[src/rtl/mul_pkg.sv]
// mul_pkg: definitions shared by the Booth multiplier request sequencer.
//   OPW   operand width of the signed multiplier datapath
//   RESW  product width
//   WDW   watchdog counter width
//   seq_state_e  sequencer FSM states
package mul_pkg;

    localparam int OPW  = 64;
    localparam int RESW = 128;
    localparam int WDW  = 16;

    typedef enum logic [1:0] {
        ST_IDLE  = 2'd0,
        ST_START = 2'd1,
        ST_WAIT  = 2'd2,
        ST_CLEAR = 2'd3
    } seq_state_e;

endpackage

[src/rtl/mul_req_fifo.sv]
// mul_req_fifo: synchronous request FIFO holding {tag, multiplicand, multiplier}.
// The head entry is shown continuously on the head_* outputs.
// Ports:
//   clk, reset           clock, asynchronous active-high reset
//   push, push_*         write an entry (ignored when full)
//   pop                  drop the head entry (ignored when empty)
//   head_*               current head entry
//   full, empty, count   occupancy, all derived from the registered count
module mul_req_fifo
    import mul_pkg::*;
#(
    parameter int DEPTH = 2,
    parameter int TAG_W = 4,
    parameter int CNT_W = $clog2(DEPTH) + 1
) (
    input  logic             clk,
    input  logic             reset,
    input  logic             push,
    input  logic [TAG_W-1:0] push_tag,
    input  logic [OPW-1:0]   push_multiplicand,
    input  logic [OPW-1:0]   push_multiplier,
    input  logic             pop,
    output logic [TAG_W-1:0] head_tag,
    output logic [OPW-1:0]   head_multiplicand,
    output logic [OPW-1:0]   head_multiplier,
    output logic             full,
    output logic             empty,
    output logic [CNT_W-1:0] count
);

    localparam int PTR_W = $clog2(DEPTH);

    logic [TAG_W-1:0] mem_tag          [DEPTH];
    logic [OPW-1:0]   mem_multiplicand [DEPTH];
    logic [OPW-1:0]   mem_multiplier   [DEPTH];
    logic [PTR_W-1:0] wr_ptr;
    logic [PTR_W-1:0] rd_ptr;
    logic             do_push;
    logic             do_pop;

    assign full    = (count == CNT_W'(DEPTH));
    assign empty   = (count == '0);
    assign do_push = push && !full;
    assign do_pop  = pop && !empty;

    assign head_tag          = mem_tag[rd_ptr];
    assign head_multiplicand = mem_multiplicand[rd_ptr];
    assign head_multiplier   = mem_multiplier[rd_ptr];

    // Storage, pointers and count. DEPTH is a power of two, so the pointers
    // wrap modulo DEPTH by natural overflow.
    always_ff @(posedge clk or posedge reset) begin
        if (reset) begin
            for (int i = 0; i < DEPTH; i++) begin
                mem_tag[i]          <= '0;
                mem_multiplicand[i] <= '0;
                mem_multiplier[i]   <= '0;
            end
            wr_ptr <= '0;
            rd_ptr <= '0;
            count  <= '0;
        end else begin
            if (do_push) begin
                mem_tag[wr_ptr]          <= push_tag;
                mem_multiplicand[wr_ptr] <= push_multiplicand;
                mem_multiplier[wr_ptr]   <= push_multiplier;
                wr_ptr                   <= wr_ptr + 1'b1;
            end
            if (do_pop) begin
                rd_ptr <= rd_ptr + 1'b1;
            end
            case ({do_push, do_pop})
                2'b10:   count <= count + 1'b1;
                2'b01:   count <= count - 1'b1;
                default: count <= count;
            endcase
        end
    end

endmodule

[src/rtl/mul_seq_ctrl.sv]
// mul_seq_ctrl: request sequencer for the radix-2 Booth multiplier.
// Buffers requests in mul_req_fifo, starts the multiplier on the FIFO head,
// collects the product and returns it with its tag. A watchdog turns an
// operation with no op_done into an error response (result 0, rsp_err 1).
// Ports:
//   clk, reset                      clock, asynchronous active-high reset
//   req_valid/req_ready/req_*       request channel
//   op_start, op_clear              one-cycle control pulses to the multiplier
//   multiplier, multiplicand        operands of the FIFO head
//   op_done, result                 multiplier status and product
//   rsp_valid/rsp_ready/rsp_*       response channel
//   busy                            FSM active or requests queued
module mul_seq_ctrl
    import mul_pkg::*;
#(
    parameter int DEPTH   = 2,
    parameter int TAG_W   = 4,
    parameter int TIMEOUT = 100
) (
    input  logic             clk,
    input  logic             reset,
    input  logic             req_valid,
    output logic             req_ready,
    input  logic [OPW-1:0]   req_multiplier,
    input  logic [OPW-1:0]   req_multiplicand,
    input  logic [TAG_W-1:0] req_tag,
    output logic             op_start,
    output logic             op_clear,
    output logic [OPW-1:0]   multiplier,
    output logic [OPW-1:0]   multiplicand,
    input  logic             op_done,
    input  logic [RESW-1:0]  result,
    output logic             rsp_valid,
    input  logic             rsp_ready,
    output logic [RESW-1:0]  rsp_result,
    output logic [TAG_W-1:0] rsp_tag,
    output logic             rsp_err,
    output logic             busy
);

    localparam int             CNT_W    = $clog2(DEPTH) + 1;
    localparam logic [WDW-1:0] WD_LIMIT = WDW'(TIMEOUT);

    seq_state_e       state;
    logic [WDW-1:0]   watchdog;
    logic [TAG_W-1:0] head_tag;
    logic             fifo_full;
    logic             fifo_empty;
    logic [CNT_W-1:0] fifo_count;
    logic             fifo_push;
    logic             fifo_pop;
    logic             slot_free;

    assign req_ready = !fifo_full;
    assign fifo_push = req_valid && req_ready;
    assign fifo_pop  = (state == ST_CLEAR);
    assign slot_free = !rsp_valid || rsp_ready;
    assign busy      = (state != ST_IDLE) || (fifo_count != '0);

    mul_req_fifo #(
        .DEPTH (DEPTH),
        .TAG_W (TAG_W),
        .CNT_W (CNT_W)
    ) u_fifo (
        .clk               (clk),
        .reset             (reset),
        .push              (fifo_push),
        .push_tag          (req_tag),
        .push_multiplicand (req_multiplicand),
        .push_multiplier   (req_multiplier),
        .pop               (fifo_pop),
        .head_tag          (head_tag),
        .head_multiplicand (multiplicand),
        .head_multiplier   (multiplier),
        .full              (fifo_full),
        .empty             (fifo_empty),
        .count             (fifo_count)
    );

    // Sequencer FSM with watchdog and response register. The watchdog is
    // zeroed as START is entered and counts the op_start cycle plus every
    // WAIT cycle, so an abort lands TIMEOUT+1 cycles after op_start rises.
    // While op_done is high but the response slot is still occupied the
    // count freezes: that stall is consumer backpressure, not a hang.
    always_ff @(posedge clk or posedge reset) begin
        if (reset) begin
            state      <= ST_IDLE;
            watchdog   <= '0;
            op_start   <= 1'b0;
            op_clear   <= 1'b0;
            rsp_valid  <= 1'b0;
            rsp_result <= '0;
            rsp_tag    <= '0;
            rsp_err    <= 1'b0;
        end else begin
            op_start <= 1'b0;
            op_clear <= 1'b0;
            if (rsp_valid && rsp_ready) begin
                rsp_valid <= 1'b0;
            end
            case (state)
                ST_IDLE: begin
                    if (!fifo_empty) begin
                        state    <= ST_START;
                        op_start <= 1'b1;
                        watchdog <= '0;
                    end
                end
                ST_START: begin
                    state    <= ST_WAIT;
                    watchdog <= watchdog + 1'b1;
                end
                ST_WAIT: begin
                    if (op_done) begin
                        if (slot_free) begin
                            rsp_valid  <= 1'b1;
                            rsp_result <= result;
                            rsp_tag    <= head_tag;
                            rsp_err    <= 1'b0;
                            op_clear   <= 1'b1;
                            state      <= ST_CLEAR;
                        end
                    end else if (watchdog == WD_LIMIT) begin
                        if (slot_free) begin
                            rsp_valid  <= 1'b1;
                            rsp_result <= '0;
                            rsp_tag    <= head_tag;
                            rsp_err    <= 1'b1;
                            op_clear   <= 1'b1;
                            state      <= ST_CLEAR;
                        end
                    end else begin
                        watchdog <= watchdog + 1'b1;
                    end
                end
                ST_CLEAR: begin
                    state <= ST_IDLE;
                end
                default: begin
                    state <= ST_IDLE;
                end
            endcase
        end
    end

endmodule

[config.mk]
export PLATFORM = sky130hd
export DESIGN_NAME = mul_seq_ctrl
export DESIGN_NICKNAME = d
export VERILOG_FILES = /design/src/rtl/mul_pkg.sv /design/src/rtl/mul_req_fifo.sv /design/src/rtl/mul_seq_ctrl.sv
export SDC_FILE = /design/constraint.sdc
export NUM_CORES = 1
export LEC_CHECK = 0
export CORE_ASPECT_RATIO = 0.9
export CORE_UTILIZATION = 40
export DETAILED_ROUTE_END_ITERATION = 6
export HOLD_SLACK_MARGIN = 0.08
export PLACE_DENSITY = 0.69
export SLEW_MARGIN = 20
export SYNTH_ARGS = -nofsm -noshare
export SYNTH_HDL_FRONTEND = slang
export SYNTH_SLANG_ARGS = --single-unit
[constraint.sdc]
create_clock -name clk -period 18.1 [get_ports clk]
set_input_delay 1.81 -clock clk [delete_from_list [all_inputs] [get_ports clk]]
set_output_delay 1.81 -clock clk [all_outputs]
set_load 0.03 [all_outputs]
==> impl_metrics.csv <==
group,metric,value,unit
grt,grt_pass1_wl,75500,µm
min_path,min_from,"rsp_result[27]",
sta,max_freq,185,MHz
floorplanning,ios,531,
power_and_ir_drop,p_leak,10.5,nW
grt,antenna_found_initial,6,
grt,grt_usage,0.214,
synth,netlist.area_leader.share,0.587,
placed_design,port_buffers,530,
route,wl,49100,µm
setup_path,r2r-start,"u_fifo.count[0]",
synth,synth-adder-area-share,0.00556,
grt,met1_usage,0.256,
grt,grt_max_degree,167,
synth,synth_top_family_by_area,"multiplexers",
sta,rsz0062_at_grt,"false",
cts,cts-root-buf,"clkbuf_16",
setup_path,worstSetupStartpointType,"register",
flow_run,drv_cap,0,
synth,synth_ff_type,"dfrtp_1",
synth,syn-instance-count,1425,
floorplanning,initial_core_util,0.406,
sta,min_period,5390,ps
power_and_ir_drop,ir_worst_vdd,0.184,mV
synth,synthSimpleGateAreaFrac,0.0732,
synth,async_reset_ff_frac,1.00,
setup_path,cp.required,16290,ps
min_path,hp-class,"register to register",
sta,setup_tns,0,ps
sta,setup_viol,0,
min_path,holdPathStages,2,
synth,synth_area_leaders,"dfrtp_1, mux2_2, nand2_1, o21ai_1, buf_6",
synth,syn-num-nets,1698,
synth,synth-seq-cells,422,
synth,yosysWarnings,0,
route,vias,12502,
min_path,min_to,"rsp_result[27]",
placed_design,dp_hpwl,34800,µm
cts,cts.clk_slew.worst_paths,60,ps
setup_path,slowest_delay,1070,ps
route,drt_pass1_iterations,5,
setup_path,arrival,3580,ps
grt,grt_pass1_vias,13114,
power_and_ir_drop,power-per-cell-area,210,nW/µm²
cells_and_area,final_nets,2195,
cts,holdBufCountCts,0,
setup_path,worst_setup_path_end_kind,"primary output",
cells_and_area,multi_input_area,6880,µm²
setup_path,cp_max_fo,68,
cells_and_area,area_growth,39.1,%
synth,synth_edf_count,0,
placed_design,gp_congestion,0.888,
cts,cts_max_path_buffers,3,
route,drtIter0Drc,545,
synth,synth-xor-area-share,0.00243,
setup_path,path_cells,"buf_4, mux2_2, clkdlybuf4s50_1",
synth,synthesis.area,18000,µm²
setup_path,rrSetupSlack,14810,ps
route,viasPerCell,4.89,
cts,h-tree-depth,2,
floorplanning,die_area,45800,µm²
cts,cts_resized,0,
cells_and_area,fillCellCount,3686,
setup_path,reg2reg_to,"u_fifo.mem_multiplier[100]",
power_and_ir_drop,power,5.25,mW
route,avgRoutedWirePerCell,19.2,µm
route,ant_nets,0,
synth,ys_seq_area_frac,0.587,
grt,use_met2,0.366,
floorplanning,die_y,203,µm
placed_design,place_area,23600,µm²
outcome,status,"finished clean",
floorplanning,die_w,226,µm
grt,busiest_layer,"met2",
cts,cts_setup_buffers,0,
setup_path,crit_family,"buffers and inverters",
setup_path,reg2reg_depth,6,
cells_and_area,drive_gt1_frac,0.247,
cts,cts_buffers,45,
sta,final.setup_skew,10.2,ps
setup_path,cpMaxStageDelayCell,"dfrtp_4",
synth,muxShareOfSynthArea,0.248,
grt,grt-ovfl-total,0,
grt,use_met3,0.0559,
setup_path,crit_buf_inv,2,
sta,hold_viol,0,
cts,cts_sinks,422,
floorplanning,row_count,73,
sta,period_share,0.298,
cts,cts_tree,"done",
sta,worst_pin_slew,1110,ps
sta,slew_headroom,0.259,
synth,yosys.area.top_type,"dfrtp_1",
setup_path,critPathKind,"register to primary output",
synth,postSynthAreaPerCell,12.6,µm²
floorplanning,fp.coreArea,44300,µm²
sta,drv_slew,0,
cts,clock_latency,550,ps
synth,synth-compound-area-share,0.0523,
synth,synth_cell_types,47,
cells_and_area,fin_util,0.565,
route,drc_errors,0,
cells_and_area,regArea,10600,µm²
cells_and_area,final_cell_area,25000,µm²
synthesized netlist by cell type, drive strengths merged (2+ instances only):
cell type and count:
or3 2, nand2b 4, nor2 9, ha 8, mux2 392, xor2 2, nand2 276, and3 2
o21a 4, o21ai 151, clkbuf 40, a21oi 4, nand3 10, nor3 2, mux2i 5, nor3b 2
inv 10, buf 51, xnor2 3, nor4 5, o31ai 4, dfrtp 422, o41ai 3
how the worst max path moves through the flow:
stage | end | from | slack [ps] | depth (start not counted)
after global routing | multiplier[2] | u_fifo.rd_ptr | 12550 | 3
after floorplan | op_clear | reset | 4540 | 1
final | multiplier[13] | u_fifo.rd_ptr | 12710 | 3
after global placement | u_fifo.mem_multiplier[103] | req_valid | 13200 | 6
after CTS | multiplier[37] | u_fifo.rd_ptr | 12660 | 3
after detailed placement | u_fifo.mem_multiplier[84] | req_valid | 13180 | 6
power breakdown:
part | total (mW) | internal, mW | switching, mW
Combinational | 2.69 | 1.26 | 1.43
Sequential | 1.70 | 1.40 | 0.295
Clock | 0.863 | 0.499 | 0.364
Total | 5.25 | 3.17 | 2.09
flip-flops by register name, indices dropped and copies added, names as in the netlist:
| signal | cells |
|---|---|
| state | 2 |
| op_clear | 1 |
| rsp_result | 128 |
| rsp_valid | 1 |
| rsp_tag | 4 |
| rsp_err | 1 |
| u_fifo.wr_ptr | 1 |
| u_fifo.mem_multiplier | 128 |
| u_fifo.mem_tag | 8 |
| u_fifo.count | 2 |
| watchdog | 16 |
| u_fifo.mem_multiplicand | 128 |
| u_fifo.rd_ptr | 1 |
| op_start | 1 |
worst min-delay path, stage by stage (launching register included):
cell and delay [ps]:
dfrtp_1 340, nand2_1 50, o21ai_1 60
layer usage:
metal  up-vias  wire [µm]  part of all wire
met2       326      24800              0.51
li1       5898          -                 -
met3        95       3110             0.063
met1      6181      19600              0.40
met5         -          8           0.00016
met4         2       1550             0.032
cells by family after synthesis:
| family | after synthesis |
|---|---|
| compound gates | 173 |
| xor+xnor | 5 |
| fa+ha+maj | 8 |
| buf+inv | 102 |
| flops | 422 |
| mux | 397 |
| simple gates | 318 |
per-stage QoR:
stage | instances | hold slack (ps) | worst slack (ps)
global placement | 2475 | 467 | 13200
global route | 2558 | 500 | 12550
floorplan | 1425 | 467 | 4540
finish | 2559 | 483 | 12710
CTS | 2554 | 487 | 12660
detailed placement | 2475 | 474 | 13180
area by class of cell:
type,count,share of cell area
Timing Repair Buffer,541,0.216
Clock inverter,10,0.00215
Multi-Input combinational cell,901,0.275
Tap cell,600,0.0300
Antenna cell,5,0.000500
Clock buffer,69,0.0526
Inverter,11,0.00195
Sequential cell,422,0.422
cell usage in the layout, fill, tap and decap left out, drive strengths merged, types with 2 or more instances in the layout:
cell,instances
clkdlybuf4s50,529
dfrtp,422
mux2,392
nand2,276
o21ai,151
clkbuf,69
buf,12
inv,11
clkinv,10
nand3,10
nor2,9
ha,8
diode,5
mux2i,5
nor4,5
nand2b,4
o31ai,4
o21a,4
a21oi,4
xnor2,3
o41ai,3
nor3b,2
nor3,2
or3,2
xor2,2
and3,2
Note: power is estimated with default switching activity, not from simulation.
